`src/rtl/pwm_pkg.sv`:
```
// Shared definitions for the PWM generator / capture pair: duty mode codes,
// classification band constants and the capture FSM state type.
package pwm_pkg;

  localparam logic [1:0] MODE_80  = 2'b00;
  localparam logic [1:0] MODE_60  = 2'b01;
  localparam logic [1:0] MODE_40  = 2'b10;
  localparam logic [1:0] MODE_OFF = 2'b11;

  // Duty bands expressed as 20*high against k*period, bounds inclusive.
  localparam logic [4:0] BAND_80_LO = 5'd15;
  localparam logic [4:0] BAND_80_HI = 5'd17;
  localparam logic [4:0] BAND_60_LO = 5'd11;
  localparam logic [4:0] BAND_60_HI = 5'd13;
  localparam logic [4:0] BAND_40_LO = 5'd7;
  localparam logic [4:0] BAND_40_HI = 5'd9;
  localparam logic [4:0] DUTY_SCALE = 5'd20;

  typedef enum logic [1:0] {
    IDLE      = 2'b00,
    MEAS_HIGH = 2'b01,
    MEAS_LOW  = 2'b10
  } state_t;

endpackage

```
`src/rtl/pwm_edge_sync.sv`:
```
// Input conditioning for pwm_capture: two-flop synchroniser, optional deglitch
// filter (macro PWM_CAPTURE_DEGLITCH_EN) and registered rise/fall strobes.
module pwm_edge_sync #(
  parameter int DEGLITCH_CYC = 16
) (
  input  logic clk,
  input  logic rst,
  input  logic pwm,
  output logic rise,
  output logic fall,
  output logic level
);

`ifdef PWM_CAPTURE_DEGLITCH_EN
  localparam bit FILT_EN = 1'b1;
`else
  localparam bit FILT_EN = 1'b0;
`endif
  localparam int FILT_CYC = FILT_EN ? DEGLITCH_CYC : 0;

  logic sync_p0;
  logic sync_p1;
  logic s;
  logic s_d;

  // Stage p0/p1: metastability synchroniser
  always_ff @(posedge clk or posedge rst) begin
    if (rst) begin
      sync_p0 <= 1'b0;
      sync_p1 <= 1'b0;
    end else begin
      sync_p0 <= pwm;
      sync_p1 <= sync_p0;
    end
  end

  generate
    if (FILT_CYC > 0) begin : g_deglitch
      localparam int CW = $clog2(FILT_CYC + 1);
      localparam logic [CW-1:0] RUN_LAST = CW'(FILT_CYC - 1);
      logic [CW-1:0] run;
      logic          filt;

      // Filter stage: adopt a new level only after FILT_CYC consecutive cycles
      always_ff @(posedge clk or posedge rst) begin
        if (rst) begin
          run  <= '0;
          filt <= 1'b0;
        end else if (sync_p1 == filt) begin
          run <= '0;
        end else if (run == RUN_LAST) begin
          run  <= '0;
          filt <= sync_p1;
        end else begin
          run <= run + CW'(1);
        end
      end

      assign s = filt;
    end else begin : g_bypass
      assign s = sync_p1;
    end
  endgenerate

  // Edge stage: registered one-cycle strobes
  always_ff @(posedge clk or posedge rst) begin
    if (rst) begin
      s_d  <= 1'b0;
      rise <= 1'b0;
      fall <= 1'b0;
    end else begin
      s_d  <= s;
      rise <= s & ~s_d;
      fall <= ~s & s_d;
    end
  end

  assign level = s;

endmodule

```
`src/rtl/pwm_capture.sv`:
```
// PWM period / high-time capture with duty classification and stuck-input
// timeout. Optional input deglitch enabled by macro PWM_CAPTURE_DEGLITCH_EN.
module pwm_capture
  import pwm_pkg::*;
#(
  parameter int CNT_W        = 21,
  parameter int TIMEOUT      = 2_000_000,
  parameter int DEGLITCH_CYC = 16
) (
  input  logic             ext_clk_25m,
  input  logic             ext_rst,
  input  logic             i_pwm,
  output logic [CNT_W-1:0] o_period,
  output logic [CNT_W-1:0] o_high,
  output logic [1:0]       o_mode,
  output logic             o_valid,
  output logic             o_timeout,
  output logic             o_level
);

  localparam int PW     = CNT_W + 5;
  localparam int IDLE_W = $clog2(TIMEOUT + 1);
  localparam logic [IDLE_W-1:0] IDLE_LAST = IDLE_W'(TIMEOUT - 1);
  localparam logic [IDLE_W-1:0] IDLE_MAX  = IDLE_W'(TIMEOUT);
  localparam logic [CNT_W-1:0]  CNT_MAX   = '1;
  localparam logic [CNT_W-1:0]  CNT_ONE   = CNT_W'(1);

  function automatic logic [CNT_W-1:0] sat_inc(input logic [CNT_W-1:0] v);
    return (v == CNT_MAX) ? v : v + CNT_ONE;
  endfunction

  function automatic logic [1:0] classify(input logic [CNT_W-1:0] per,
                                          input logic [CNT_W-1:0] hi);
    logic [PW-1:0] h20;
    logic [PW-1:0] p;
    h20 = PW'(hi) * PW'(DUTY_SCALE);
    p   = PW'(per);
    if (h20 >= p * PW'(BAND_80_LO) && h20 <= p * PW'(BAND_80_HI)) return MODE_80;
    if (h20 >= p * PW'(BAND_60_LO) && h20 <= p * PW'(BAND_60_HI)) return MODE_60;
    if (h20 >= p * PW'(BAND_40_LO) && h20 <= p * PW'(BAND_40_HI)) return MODE_40;
    return MODE_OFF;
  endfunction

  logic              rise;
  logic              fall;
  logic              level;
  state_t            state;
  state_t            state_next;
  logic [CNT_W-1:0]  per_cnt;
  logic [CNT_W-1:0]  hi_cnt;
  logic [CNT_W-1:0]  per_next;
  logic [CNT_W-1:0]  hi_next;
  logic [IDLE_W-1:0] idle_cnt;
  logic              publish;
  logic              timeout_hit;

  pwm_edge_sync #(
    .DEGLITCH_CYC(DEGLITCH_CYC)
  ) u_edge (
    .clk  (ext_clk_25m),
    .rst  (ext_rst),
    .pwm  (i_pwm),
    .rise (rise),
    .fall (fall),
    .level(level)
  );

  always_comb begin
    state_next  = state;
    per_next    = per_cnt;
    hi_next     = hi_cnt;
    publish     = 1'b0;
    // An edge landing on the timeout cycle wins: the input is clearly alive.
    timeout_hit = !(rise || fall) && (idle_cnt == IDLE_LAST);
    case (state)
      IDLE: begin
        if (rise) begin
          state_next = MEAS_HIGH;
          per_next   = CNT_ONE;
          hi_next    = CNT_ONE;
        end
      end
      MEAS_HIGH: begin
        per_next = sat_inc(per_cnt);
        if (fall) state_next = MEAS_LOW;
        else      hi_next    = sat_inc(hi_cnt);
      end
      MEAS_LOW: begin
        if (rise) begin
          publish    = 1'b1;
          state_next = MEAS_HIGH;
          per_next   = CNT_ONE;
          hi_next    = CNT_ONE;
        end else begin
          per_next = sat_inc(per_cnt);
        end
      end
      default: state_next = IDLE;
    endcase
    if (timeout_hit) state_next = IDLE;
  end

  always_ff @(posedge ext_clk_25m or posedge ext_rst) begin
    if (ext_rst) state <= IDLE;
    else         state <= state_next;
  end

  // Measurement stage: period/high counters and edge-activity watchdog
  always_ff @(posedge ext_clk_25m or posedge ext_rst) begin
    if (ext_rst) begin
      per_cnt  <= '0;
      hi_cnt   <= '0;
      idle_cnt <= '0;
    end else begin
      per_cnt <= per_next;
      hi_cnt  <= hi_next;
      if (rise || fall)          idle_cnt <= '0;
      else if (idle_cnt != IDLE_MAX) idle_cnt <= idle_cnt + IDLE_W'(1);
    end
  end

  // Output stage: publish on the rise that closes a period
  always_ff @(posedge ext_clk_25m or posedge ext_rst) begin
    if (ext_rst) begin
      o_period  <= '0;
      o_high    <= '0;
      o_mode    <= MODE_OFF;
      o_valid   <= 1'b0;
      o_timeout <= 1'b0;
    end else begin
      o_valid <= publish;
      if (publish) begin
        o_period <= per_cnt;
        o_high   <= hi_cnt;
        o_mode   <= classify(per_cnt, hi_cnt);
      end
      if (timeout_hit) begin
        o_timeout <= 1'b1;
        o_mode    <= MODE_OFF;
      end else if (rise) begin
        o_timeout <= 1'b0;
      end
    end
  end

  assign o_level = level;

endmodule

```
`config.mk`:
```
export PLATFORM = sky130hd
export DESIGN_NAME = pwm_capture
export DESIGN_NICKNAME = d
export VERILOG_FILES = /design/src/rtl/pwm_pkg.sv /design/src/rtl/pwm_edge_sync.sv /design/src/rtl/pwm_capture.sv
export SDC_FILE = /design/constraint.sdc
export NUM_CORES = 1
export LEC_CHECK = 0
export BUFFER_PORTS_ARGS = -buffer_cell sky130_fd_sc_hd__buf_2
export CAP_MARGIN = 20
export CORE_ASPECT_RATIO = 2
export CORE_MARGIN = 5
export CORE_UTILIZATION = 67
export DETAILED_ROUTE_END_ITERATION = 16
export PLACE_DENSITY = 0.82
export SYNTH_ARGS = -nofsm -noshare
export SYNTH_HDL_FRONTEND = slang
export SYNTH_SLANG_ARGS = --single-unit
```
`constraint.sdc`:
```
create_clock -name ext_clk_25m -period 8.7 [get_ports ext_clk_25m]
set_input_delay 0.87 -clock ext_clk_25m [delete_from_list [all_inputs] [get_ports ext_clk_25m]]
set_output_delay 0.87 -clock ext_clk_25m [all_outputs]
set_load 0.05 [all_outputs]
```
After elaboration in Yosys (flattened, before gate mapping)

Index checks and enable logic that the tools add are counted.

Bits in registers: 116
Input port bits: 3
Output and inout port bits: 47
Word-level logic and storage cells: 96

$add $sub $neg: 3
Multipliers: 7
Order comparisons: 6
Equal/unequal tests: 12
Muxes and demuxes: 34
Bitwise operators: 4
Reductions and logical operators: 16

Operators by type and width:

| cell                    | number |
|---|---|
| $mux W21                | 7 |
| $mul A21 B4 Y25 const B | 4 |
| $add A21 B1 Y21 const B | 3 |
| $eq A21 B21 Y1 const B  | 3 |
| $pmux W21 S3            | 1 |
| $ge A26 B25 Y1          | 2 |
| $le A26 B25 Y1          | 2 |
| $mul A21 B3 Y24 const B | 2 |
| $pmux W21 S2            | 1 |
| $ge A26 B24 Y1          | 1 |
| $le A26 B26 Y1          | 1 |
| $mul A21 B5 Y26 const B | 1 |
| $mux W2                 | 11 |
| $ne A21 B21 Y1 const B  | 1 |
| $mux W1                 | 13 |
| $reduce_bool A2 Y1      | 4 |
| $logic_and A1 B1 Y1     | 4 |
| $ne A2 B1 Y1 const B    | 2 |
| $ne A2 B2 Y1 const B    | 2 |
| $pmux W2 S2             | 1 |
| $reduce_and A2 Y1       | 2 |
| $reduce_and A4 Y1       | 1 |
| $ne A3 B1 Y1 const B    | 1 |
| $ne A3 B2 Y1 const B    | 1 |
| 9 further kinds         | 11 |

Longest topological paths before layout

Gate-level depths: netlist of the first run.

Depth in word-level cells: 15
Mapped depth: 25
Gate-level depth less buffers: 25

By module

From an unflattened synthesis of the first run, not the netlist that was laid out.

Cell total of the unflattened synthesis: 1926
Area, all modules: 17280.3 µm²

Modules (own cells, without submodules):

| module        | times used | cells an instance | area an instance (µm²) | seq. area each (µm²) |
|---|---|---|---|---|
| pwm_capture   | 1          | 1918              | 17136.4                | 2780.2 |
| pwm_edge_sync | 1          | 8                 | 143.9                  | 125.1 |

Worst setup path before layout of the first run

OpenSTA, ideal clock, no wires.

Path kind: flip-flop to flip-flop
Start: register per_cnt[9]
End: register o_mode[0]
Library setup time: 0.079 ns
Arrival time: 4.832 ns
Data required time: 8.621 ns
Slack: 3.789 ns
Stages on the path, launching flop included: 21
Buffers on the path: 0
Period minus slack after synthesis: 4.911 ns
Cells stage by stage: dfrtp_1 > ha_1 > fa_1 > ha_1 > a21o_1 > a21oi_1 > nor2_1 > a221oi_2 > a31oi_1 > a2111o_1 > a21oi_1 > xor2_1 > ha_1 > a21o_1 > a21oi_1 > nand3_1 > a211o_1 > o311ai_0 > a22o_1 > a311oi_1 > o21ai_0

Word-level cells in the longest chain between the ends: 12
Elaborated cells on any way between the ends: 31
Classes of those cells: mul (6); order compare (6); mux (16); reduce/logical (3)

Ends and longest elaborated chain:

| item                                                      | line               | source |
|---|---|---|
| start, declared                                           | pwm_capture.sv:49  | `logic [CNT_W-1:0] per_cnt;` |
| start signal, assigned                                    | pwm_capture.sv:115 | `per_cnt <= per_next;` |
| $mul A21 B3 Y24 / $mul A21 B4 Y25 (equally long branches) | pwm_capture.sv:40  | `if (h20 >= p * PW'(BAND_40_LO) && h20 <= p * PW'(BAND_40_HI)) return MODE_40;` |
| $ge A26 B24 Y1 / $le A26 B25 Y1 (equally long branches)   | pwm_capture.sv:40  |  |
| $logic_and A1 B1 Y1                                       | pwm_capture.sv:40  |  |
| $mux W1 (2 in series)                                     | pwm_capture.sv:40  |  |
| $mux W1                                                   | pwm_capture.sv:39  | `if (h20 >= p * PW'(BAND_60_LO) && h20 <= p * PW'(BAND_60_HI)) return MODE_60;` |
| $mux W1                                                   | pwm_capture.sv:132 | `if (publish) begin` |
| $mux W2                                                   | pwm_capture.sv:41  | `return MODE_OFF;` |
| $mux W2                                                   | pwm_capture.sv:40  |  |
| $mux W2 (*)                                               | pwm_capture.sv:39  |  |
| $mux W2 (*)                                               | pwm_capture.sv:132 |  |
| $mux W2 (*)                                               | pwm_capture.sv:137 | `if (timeout_hit) begin` |
| end signal, assigned                                      | pwm_capture.sv:135 | `o_mode <= classify(per_cnt, hi_cnt);` |
| end, declared                                             | pwm_capture.sv:15  | `output logic [1:0] o_mode,` |

Mark *: on every way between the ends. The rest lies on a longest branch, timed or not. The select of a mux whose other input is x is not followed.
A chain may end at the register's enable or synchronous reset.

Final worst setup path of the first run

Start: register per_cnt[1]
End: register o_mode[1]

Same word-level chain as after synthesis.

==> summary.md, run 1 <==
| Metric | Value |
|---|---|
| Hpwl dp | `38.0 mm` |
| Leakage | `10.4 nW` |
| Vias in the first global route | `15600` |
| Initial Util | `0.673` |
| Worst vdd ir | `0.157 mV` |
| Slew Viols, Final | `0` |
| Final nets | `roughly 2500` |
| Seq/Total Area, Yosys | `0.169` |
| Die Ht | `237 um` |
| Max Freq | `0.167 GHz` |
| Post-synth cell types | `81` |
| Die X-Extent | `123 um` |
| Post-Synthesis Cell Area | `17200 um2` |
| Crit-path leading delay family | `compound AO/OA/AOI/OAI gates` |
| Hold Path Class | `flop to flop` |
| CTS root buffer | `clkbuf_16` |
| Area leader, netlist | `ha_1` |
| Die area | `29200 um2` |
| Synth Flop Type | `dfrtp_1` |
| Post-synth top cells | `384 x ha_1, 150 x inv_1, 144 x a21oi_1, 135 x o21ai_0, 130 x nor2_1` |
| Slowest cell delay on critical path | `0.62 ns` |
| Post-synth EDFFs | `0` |
| Power per cell area | `between 150 and 200 nW/um2` |
| RSZ-0062 raised after global routing | `false` |
| Slowest CP cell | `dfrtp_1` |
| Post-CTS resize count | `0` |
| Ys async rst share | `1.00` |
| Row Count | `83` |
| Worst Path Buf+Inv | `2` |
| Number of cells on the critical path | `22` |
| Flops & latches, synth | `116` |
| Clock buffer depth | `2` |
| Initial drt markers | `829` |
| Clock H-tree levels | `4` |
| Critical Path RT | `9.06 ns` |
| Post-route ant nets | `0` |
| Register-to-register setup slack | `2.71 ns` |
| Ys Warns | `0` |
| IO Pins | `50` |
| Setup Viol. Count Final | `0` |
| Adder-cell share of the synthesized area | `0.372` |
| Crit path kind | `flop to flop` |
| Top cells by area, synth | `ha_1 28%, dfrtp_1 17%, fa_1 9.3%` |
| Tcrit/Tclk final | `0.688` |
| Final Skew | `0.0140 ns` |
| Worst-path clk slew | `~0.06 ns` |
| First-pass GRT wire length | `between 70 and 80 mm` |
| Int Power | `~1.6 mW` |
| Clock sink count | `116` |
| CP Data Arrival Time | `6.35 ns` |
| Reg2reg path depth | `22` |
| Crit Path Max Fanout | `9` |
| Drt via density | `6.30` |
| Via count | `14900` |
| Port bufs | `49` |
| RR Startpoint | `per_cnt[1]` |
| Run status | `completed` |
| Total detailed-routing wirelength | `46.5 mm` |
| Post-synthesis compound-gate area fraction | `0.184` |
| 1st-pass router iterations | `7` |
| Main combinational cell family by area after synthesis | `adder cells` |
| Mux contribution to synthesized area | `0.0194` |
| CP Capture Type | `flop` |
| Initial antenna violation count | `0` |
| Post-synth top area share | `0.279` |
| Crit-path cells | `ha_1, inv_1, fa_1, inv_1, fa_1, a211oi_1, o21ai_0, a31oi_1, o31ai_1, nor4_1, o31ai_1, nor4_1, nor3_1, xnor2_1, ha_1, nor4_1, o2111ai_1, nor2_1, o21ai_0, a211oi_1, o21ai_1, o21ai_0` |
| Ant diodes | `0` |
| Final instance area | `roughly 19000 um2` |
| Critical path launch point | `per_cnt[1]` |
| Area Growth Syn to Fin | `8.55%` |
| Worst-margin pin slew | `1.16 ns` |
| Sequential power share | `0.224` |
| Net Sw Power | `1.31 mW` |
| Most common cell in the netlist | `ha_1` |
| Hold-fix buffers at CTS | `0` |
| Type of origin of the critical path | `flop` |
| Avg WL per Cell | `19.7 um` |
| GP Congestion | `0.991` |
| Syn nets | `2387` |
| Comb power frac | `0.529` |
| Post-Syn Instances | `1920` |
| Min Tclk post-route | `5.99 ns` |
| CP endpoint | `o_mode[1]` |
| Overflow after GRT | `0` |
| Core ar. | `25500 um2` |
| Final hold violation count | `0` |
| Clock latency on the worst-skew pair | `0.45 ns` |
| Total clock buffers created by CTS | `17` |
| Area post-placement | `between 15000 and 20000 um2` |
| Setup bufs post-CTS | `0` |
| Mean Syn Cell Area | `approximately 9 um2` |
| Share of post-route cells with drive strength above 1 | `0.0925` |
| Synth Area in Simple Gates | `0.139` |
| Clock Power Share | `0.248` |
| Sw frac | `0.453` |
| R2r endpoint | `o_mode[1]` |
| CTS tree | `built` |
| Rel. slew slack | `0.225` |
| Largest net degree at the start of global routing | `73` |
| Tot GR Track Use | `0.325` |
| Post-synthesis xor/xnor area fraction | `0.0789` |
| Post-Route Setup TNS | `0 ns` |
| Max cap viols | `0` |
| Remaining DRCs | `0` |
==> cell usage in the layout (no fill, tap or decap), drive strengths merged, types with 4 or more instances in the layout <==
cell type  instances
o211ai             9
a21o              71
dfrtp            114
a31o               4
xnor2             74
clkbuf            17
a2111oi            4
o21bai            14
nand3             52
inv              160
a21boi             4
ha               384
nor2b             22
and3              28
a211oi            18
nand2            107
buf               86
or2               11
nor3              39
nor4              12
a211o              9
mux2              27
nor2             131
o21a              22
nand2b            18
xor2              81
nand4             26
a31oi             14
or3               11
and2              11
a21oi            147
o21ai            147
o31ai             12
fa                80
==> cell type report <==
| cell class | instances | area, um2 |
|---|---|---|
| clock inverters | 15 | 161 |
| well taps | 340 | 425 |
| inverters | 150 | 566 |
| flip-flops and latches | 116 | 2910 |
| repair buffers | 86 | 523 |
| clock buffers | 17 | 425 |
| multi-input cells | 1637 | 13700 |
| fillers | 1959 | 6880 |
==> state kept, by name, indices dropped and copies added (netlist names) <==
name / flops
o_mode: 2
o_timeout: 1
idle_cnt: 21
u_edge.rise: 1
u_edge.fall: 1
o_valid: 1
hi_cnt: 21
u_edge.level: 1
u_edge.sync_p0: 1
o_period: 21
state: 2
per_cnt: 21
u_edge.s_d: 1
o_high: 21
==> metrics by stage <==
step                       util  total power [mW]  instances  hold WS [ns]  worst slack [ns]
after global routing      0.731              3.08       2361         0.371              2.21
final                     0.731              2.88       2361         0.349              2.71
after global placement    0.707              2.09       2327         0.335              3.03
after CTS                 0.731              2.88       2361         0.350              2.82
after detailed placement  0.708              2.15       2329         0.336              2.90
after floorplan               -              1.70       1920         0.331              3.79
==> cell families after synthesis <==
family,after synthesis
mux,30
compound gates,504
buf+inv,167
xor+xnor,155
simple gates,484
fa+ha+maj,464
flops,116
==> power groups by stage <==
stage	Combinational [mW]	Clock, mW	Sequential [mW]
CTS	1.52	0.718	0.641
global route	1.70	0.738	0.648
finish	1.52	0.714	0.644
global placement	1.44	0	0.650
detailed placement	1.50	0	0.651
floorplan	1.00	0	0.696
==> routing by layer <==
layer	GRT usage	share of wire	wire length, um
met2	0.594	0.53	24400
met1	0.315	0.35	16200
met3	0.0418	0.035	1630
met5	0	0	0
met4	0.260	0.090	4200
==> how the worst min path moves through the flow <==
| stage | start | endpoint | slack (ns) | cells past startpoint |
|---|---|---|---|---|
| after floorplan | u_edge.sync_p0 | u_edge.level | 0.33 | 0 |
| after global placement | u_edge.sync_p0 | u_edge.level | 0.33 | 0 |
| after detailed placement | u_edge.sync_p0 | u_edge.level | 0.34 | 0 |
| after CTS | u_edge.sync_p0 | u_edge.level | 0.35 | 0 |
| after global routing | u_edge.sync_p0 | u_edge.level | 0.37 | 0 |
| final | u_edge.sync_p0 | u_edge.level | 0.35 | 0 |
Note: power is estimated with default switching activity, not from simulation.
==> run 2, diff against run 1 <==
--- a/config.mk
+++ b/config.mk
@@ -9,9 +9,9 @@
 export CAP_MARGIN = 20
 export CORE_ASPECT_RATIO = 2
 export CORE_MARGIN = 5
-export CORE_UTILIZATION = 67
+export CORE_UTILIZATION = 59
 export DETAILED_ROUTE_END_ITERATION = 16
-export PLACE_DENSITY = 0.82
+export PLACE_DENSITY = 0.76
 export SYNTH_ARGS = -nofsm -noshare
 export SYNTH_HDL_FRONTEND = slang
 export SYNTH_SLANG_ARGS = --single-unit
==> constraint.sdc (replaced) <==
create_clock -name ext_clk_25m -period 5 [get_ports ext_clk_25m]
set_input_delay 0.5 -clock ext_clk_25m [delete_from_list [all_inputs] [get_ports ext_clk_25m]]
set_output_delay 0.5 -clock ext_clk_25m [all_outputs]
set_load 0.05 [all_outputs]
==> run 2 against run 1 <==
  * The flow now finishes with violations (setup timing)
  * Combinational power is 120% higher
  * Hold slack worse by 0.19 ns
  * Non-clock buffer count is 198 higher
  * Routed wire length is 11% higher
  * Clock power is 69% higher
  * Utilization is 1.6 points lower
  * Total power is 93% higher
  * Cell count is 9.2% higher
  * Sequential cell count stayed put
  * Critical path depth stayed put
  * Critical endpoint is now o_mode[0]
==> summary.md, run 2 (synthesis gave the netlist of run 1 again) <==
| Metric | Value |
|---|---|
| Reg2reg path depth | `22 (unchanged)` |
| Largest net degree at the start of global routing | `77 (was 73)` |
| Overflow after GRT | `0 (unchanged)` |
| Die X-Extent | `131 um (was 123 um)` |
| Share of post-route cells with drive strength above 1 | `0.197 (was 0.0925)` |
| WL met2 | `27.4 mm (was 24.4 mm)` |
| Most common cell after layout, fill and taps aside | `ha_1 (unchanged)` |
| Worst-margin pin slew | `1.13 ns (was 1.16 ns)` |
| CP Data Arrival Time | `5.44 ns (was 6.35 ns)` |
| Worst-path clk slew | `0.07 ns (was 0.06 ns)` |
| Total design power | `5.56 mW (was 2.88 mW)` |
| Max Freq | `0.198 GHz (was 0.167 GHz)` |
| GP Congestion | `0.963 (was 0.991)` |
| Run status | `finished with violations (was completed)` |
| Row Count | `88 (was 83)` |
| Clock sink count | `116 (unchanged)` |
| Clock latency on the worst-skew pair | `0.45 ns (about the same)` |
| Met3 wire len | `1.29 mm (was 1.63 mm)` |
| Final hold violation count | `0 (unchanged)` |
| Dpl cells | `2529 (was 2329)` |
| Rel. slew slack | `0.244 (was 0.225)` |
| Min Tclk post-route | `5.06 ns (was 5.99 ns)` |
| Type of origin of the critical path | `flop (unchanged)` |
| Final nets | `2673 (was 2475)` |
| Remaining DRCs | `0 (unchanged)` |
| Commonest cells after routing, fill and taps aside | `377 x ha_1, 216 x buf_4, 146 x inv_1, 133 x a21oi_1, 127 x nor2_1 (was 384 x ha_1, 149 x inv_1, 144 x a21oi_1, 135 x o21ai_0, 130 x nor2_1)` |
| Max cap viols | `0 (unchanged)` |
| Final WS setup | `-0.0606 ns (was 2.71 ns)` |
| Hold Path Class | `input port to flop (was flop to flop)` |
| Tot GR Track Use | `0.318 (was 0.325)` |
| Clock H-tree levels | `4 (unchanged)` |
| Final Skew | `0.0193 ns (was 0.0140 ns)` |
| Vias in the first global route | `16700 (was 15600)` |
| CTS root buffer | `clkbuf_16 (unchanged)` |
| Hold Crit Depth | `1 (was 0)` |
| Critical Path RT | `5.38 ns (was 9.06 ns)` |
| First-pass GRT wire length | `81.6 mm (was 74.8 mm)` |
| Worst vdd ir | `0.385 mV (was 0.157 mV)` |
| Leakage | `11.4 nW (was 10.4 nW)` |
| RSZ-0062 raised after global routing | `true (was false)` |
| Highest routed metal layer | `met4 (unchanged)` |
| Power per cell area | `270 nW/um2 (was 154 nW/um2)` |
| Area Growth Syn to Fin | `19.9% (was 8.55%)` |
| Avg WL per Cell | `20.0 um (was 19.7 um)` |
| CP Capture Type | `flop (unchanged)` |
| Total detailed-routing wirelength | `51.6 mm (was 46.5 mm)` |
| Violated checks | `setup timing` |
| Drt via density | `6.06 (was 6.30)` |
| Die Ht | `251 um (was 237 um)` |
| Crit Path Max Fanout | `8 (was 9)` |
| Finished Layout Cells | `2579 (was 2361)` |
| Die area | `32900 um2 (was 29200 um2)` |
| IO Pins | `50 (unchanged)` |
| Slew Viols, Final | `0 (unchanged)` |
| Util after Layout | `0.715 (was 0.731)` |
| Total clock buffers created by CTS | `17 (unchanged)` |
| CTS tree | `built (unchanged)` |
| Setup Viol. Count Final | `2 (was 0)` |
| Clock buffer depth | `2 (unchanged)` |
| Tcrit/Tclk final | `1.01 (was 0.688)` |
| Initial antenna violation count | `0 (unchanged)` |
| Worst hold slack | `0.160 ns (was 0.349 ns)` |
| Core ar. | `28800 um2 (was 25500 um2)` |
| Post-route ant nets | `0 (unchanged)` |
| Ant diodes | `0 (unchanged)` |
| Initial drt markers | `612 (was 829)` |
| Port bufs | `49 (unchanged)` |
| 1st-pass router iterations | `5 (was 7)` |
| Crit path kind | `flop to flop (unchanged)` |
| Initial Util | `0.596 (was 0.673)` |
| Hpwl dp | `42.6 mm (was 38.0 mm)` |
| Post-Route M1 WL | `17.6 mm (was 16.2 mm)` |
| Via count | `15600 (was 14900)` |
## run 2: path summary, 6_finish.rpt
| check | startpoint | end | slack [ns] |
|---|---|---|---|
| worst min-delay path | i_pwm | u_edge.sync_p0 | 0.16 |
| worst min register to register | u_edge.sync_p0 | u_edge.level | 0.38 |
| worst max-delay path | per_cnt[1] | o_mode[0] | -0.06 |
| worst max register to register | per_cnt[1] | o_mode[0] | -0.06 |
| max in group asynchronous | ext_rst | hi_cnt[9] | 3.29 |
| min in group asynchronous | ext_rst | u_edge.sync_p0 | 0.55 |
## run 2: timing repair
action                                 in CTS  in global routing
setup endpoints to repair                   2                  2
gates resized for setup                    30                 43
hold buffers                                0                  1
pin swaps                                  32                 43
endpoints found under the hold margin       0                 16
setup buffers                               7                  8
## run 2: critical path, cell delays in order, from the launching register on
cell and delay (ns):
dfrtp_1 0.41, buf_6 0.15, ha_1 0.32, fa_1 0.59, ha_4 0.24, nor2b_1 0.12, o21ai_0 0.21, a21boi_0 0.14
o21ai_1 0.21, nand2_1 0.12, a41oi_1 0.35, buf_4 0.20, nor2_1 0.04, a21oi_1 0.14, xor2_1 0.20, ha_1 0.29
a2111oi_2 0.38, o21ai_1 0.11, a21oi_1 0.16, o21ai_2 0.10, a22o_1 0.23, a311oi_2 0.20, o21ai_1 0.08
## run 2: layout make-up
class                   count  area (um2)
multi-input cells        1637       13900
inverters                 150         566
well taps                 360         450
fillers                  2281        8230
flip-flops and latches    116        2910
clock buffers              17         425
repair buffers            284        2190
clock inverters            15         144
## run 2: through the flow
step	area (um2)	setup slack, ns	setup TNS, ns
after floorplan	17200	0.0894	0
after global placement	19600	-0.250	-0.490
after detailed placement	19600	-0.326	-0.638
after CTS	20300	-0.0941	-0.183
after global routing	20600	-0.307	-0.547
final	20600	-0.0606	-0.0808
## run 2: routing by layer
layer,vias to the layer above,GRT usage
li1,7505,-
met5,-,0
met4,0,0.272
met1,7503,0.302
met3,223,0.0326
met2,394,0.584
## run 2: power breakdown
group / total [mW] / switching (mW) / internal (mW)
Clock: 1.21 / 0.517 / 0.694
Sequential: 1.08 / 0.0710 / 1.01
Combinational: 3.27 / 1.89 / 1.38
==> run 3, diff against run 2 <==
--- a/config.mk
+++ b/config.mk
@@ -12,6 +12,7 @@
 export CORE_UTILIZATION = 59
 export DETAILED_ROUTE_END_ITERATION = 16
 export PLACE_DENSITY = 0.76
+export SETUP_SLACK_MARGIN = 0.15
 export SYNTH_ARGS = -nofsm -noshare
 export SYNTH_HDL_FRONTEND = slang
 export SYNTH_SLANG_ARGS = --single-unit
==> run 3 against run 2 <==
  * The flow still finishes with violations (setup timing)
  * Die area unchanged
  * Maximum frequency down 1.4%
  * Routed wire length down 1.4%
  * Cell count is 1.7% lower
  * Critical endpoint unchanged
  * Critical path type unchanged
  * Hold slack lost 0.082 ns
==> summary.md, run 3 (synthesis gave the netlist of run 1 again) <==
| Metric | Value |
|---|---|
| Run status | `finished with violations (unchanged)` |
| Violated checks | `setup timing (unchanged)` |
| 1st-pass router iterations | `7 (was 5)` |
| Total clock buffers created by CTS | `17 (unchanged)` |
| Die area | `32900 um2 (unchanged)` |
| CP Capture Type | `flop (unchanged)` |
| CP Data Arrival Time | `5.51 ns (was 5.44 ns)` |
| Remaining DRCs | `0 (unchanged)` |
| Max cap viols | `0 (unchanged)` |
| Final WS setup | `-0.133 ns (was -0.0606 ns)` |
| Clock sink count | `116 (unchanged)` |
| Register-to-register setup slack | `-0.13 ns (was -0.06 ns)` |
| Total detailed-routing wirelength | `50.9 mm (was 51.6 mm)` |
| Max Freq | `0.195 GHz (was 0.198 GHz)` |
| Slew Viols, Final | `0 (unchanged)` |
| Most common cell after layout, fill and taps aside | `ha_1 (unchanged)` |
| CTS tree | `built (unchanged)` |
| Hold-fix buffers at CTS | `0 (unchanged)` |
| Final hold violation count | `0 (unchanged)` |
| Final instance area | `20300 um2 (was 20600 um2)` |
| Final nets | `2629 (was 2673)` |
| Tot GR Track Use | `0.312 (was 0.318)` |
| Tcrit/Tclk final | `1.03 (was 1.01)` |
| Worst-path clk slew | `0.07 ns (about the same)` |
| Clock H-tree levels | `4 (unchanged)` |
| Power per cell area | `276 nW/um2 (was 270 nW/um2)` |
| Avg WL per Cell | `20.1 um (was 20.0 um)` |
| Rel. slew slack | `0.311 (was 0.244)` |
| Setup Viol. Count Final | `2 (unchanged)` |
| Leakage | `11.2 nW (was 11.4 nW)` |
| Vias in the first global route | `16100 (was 16700)` |
| Worst vdd ir | `0.300 mV (was 0.385 mV)` |
| Port bufs | `49 (unchanged)` |
| Post-Route Setup TNS | `-0.157 ns (was -0.0808 ns)` |
| Area post-placement | `19300 um2 (was 19600 um2)` |
| Area Growth Syn to Fin | `17.9% (was 19.9%)` |
| Row Count | `88 (unchanged)` |
| Finished Layout Cells | `2535 (was 2579)` |
| Post-route ant nets | `0 (unchanged)` |
| Overflow after GRT | `0 (unchanged)` |
| R2r endpoint | `o_mode[0] (unchanged)` |
| Dpl ws | `-0.342 ns (was -0.326 ns)` |
| Hpwl dp | `41.8 mm (was 42.6 mm)` |
| Via count | `15500 (was 15600)` |
| Worst-margin pin slew | `1.03 ns (was 1.13 ns)` |
| Clock buffer depth | `2 (unchanged)` |
| Die X-Extent | `131 um (unchanged)` |
| Share of post-route cells with drive strength above 1 | `0.182 (was 0.197)` |
| Clock latency on the worst-skew pair | `0.44 ns (was 0.45 ns)` |
| Commonest cells after routing, fill and taps aside | `377 x ha_1, 178 x buf_4, 147 x inv_1, 137 x a21oi_1, 129 x nor2_1 (was 377 x ha_1, 216 x buf_4, 146 x inv_1, 133 x a21oi_1, 127 x nor2_1)` |
| Dpl cells | `2491 (was 2529)` |
| Largest net degree at the start of global routing | `82 (was 77)` |
| Type of origin of the critical path | `flop (unchanged)` |
| Reg2reg path depth | `22 (unchanged)` |
| First-pass GRT wire length | `80.0 mm (was 81.6 mm)` |
| Initial antenna violation count | `0 (unchanged)` |
| RSZ-0062 raised after global routing | `true (unchanged)` |
| Ant diodes | `0 (unchanged)` |
| Crit Path Max Fanout | `8 (unchanged)` |
| Die Ht | `251 um (unchanged)` |
| Final Skew | `0.0184 ns (was 0.0193 ns)` |
| Critical Path RT | `5.37 ns (was 5.38 ns)` |
| RR Startpoint | `per_cnt[1] (unchanged)` |
| GP Congestion | `0.973 (was 0.963)` |
| CTS root buffer | `clkbuf_16 (unchanged)` |
| Drt via density | `6.12 (was 6.06)` |
| Core ar. | `28800 um2 (unchanged)` |
| Hold Path Class | `input port to asynchronous set/reset pin (was input port to flop)` |
| Initial Util | `0.596 (unchanged)` |
| Initial drt markers | `675 (was 612)` |
| Min Tclk post-route | `5.13 ns (was 5.06 ns)` |
| IO Pins | `50 (unchanged)` |
| Crit path kind | `flop to flop (unchanged)` |
==> run 3: cell count changes in the layout (fill, tap and decap cells not counted), sizes merged <==
cell,previous run,this run
bufinv,1,2
inv,158,160
buf,283,240
clkinvlp,3,0
dlygate4sd3,1,0
==> run 3: how the worst max path moves through the flow <==
stage	startpoint	to	slack, ns	depth (start not counted)
global placement	per_cnt[1]	o_mode[0]	-0.25	23
global route	per_cnt[1]	o_mode[0]	-0.35	22
CTS	per_cnt[1]	o_mode[0]	-0.18	22
floorplan	per_cnt[2]	o_mode[0]	0.18	23
finish	per_cnt[1]	o_mode[0]	-0.13	22
detailed placement	per_cnt[1]	o_mode[0]	-0.34	23
==> run 3: cell type report <==
cell class | instances | area [um2]
multi-input cells | 1637 | 13900
fillers | 2259 | 8570
flip-flops and latches | 116 | 2920
repair buffers | 240 | 1810
inverters | 150 | 566
well taps | 360 | 450
clock buffers | 17 | 425
clock inverters | 15 | 179
==> run 3: metrics by stage <==
stage                util  total power, mW  hold slack (ns)
finish              0.703             5.60           0.0785
global route        0.703             5.96            0.123
CTS                 0.694             5.45            0.153
detailed placement  0.668             4.02            0.338
global placement    0.668             3.96            0.338
floorplan               -             2.95            0.331
==> run 3: per-layer routing <==
metal / vias up / global-route usage / routed length, um / part of all wire
li1: 7421 / - / - / -
met1: 7440 / 0.298 / 17100 / 0.34
met2: 434 / 0.572 / 26900 / 0.53
met3: 230 / 0.0307 / 1370 / 0.027
met4: 0 / 0.267 / 5410 / 0.11
met5: - / 0 / 0 / 0
==> run 3: what timing repair did <==
action | in CTS | in global routing
setup endpoints to repair | 2 | 2
pin swaps | 23 | 35
setup buffers | 5 | 5
gates resized for setup | 33 | 39
==> run 3: critical path, cell delays in order (launching register included) <==
cell	delay, ns
dfrtp_1	0.41
buf_6	0.16
ha_1	0.31
fa_1	0.51
ha_2	0.30
o21ai_2	0.16
o21ai_2	0.09
o41ai_2	0.31
buf_4	0.17
a21oi_2	0.08
nor4b_2	0.31
nor2_1	0.08
a21oi_1	0.18
xor2_1	0.20
ha_1	0.28
a21o_1	0.18
a2111oi_2	0.40
o21ai_1	0.12
a21oi_1	0.17
o21ai_2	0.10
a22o_1	0.25
a311oi_2	0.20
o21ai_1	0.09
==> run 3: power breakdown <==
part	internal (mW)	total (mW)	switching, mW
sequential	1.01	1.08	0.0666
combinational	1.36	3.24	1.87
clock	0.755	1.29	0.532
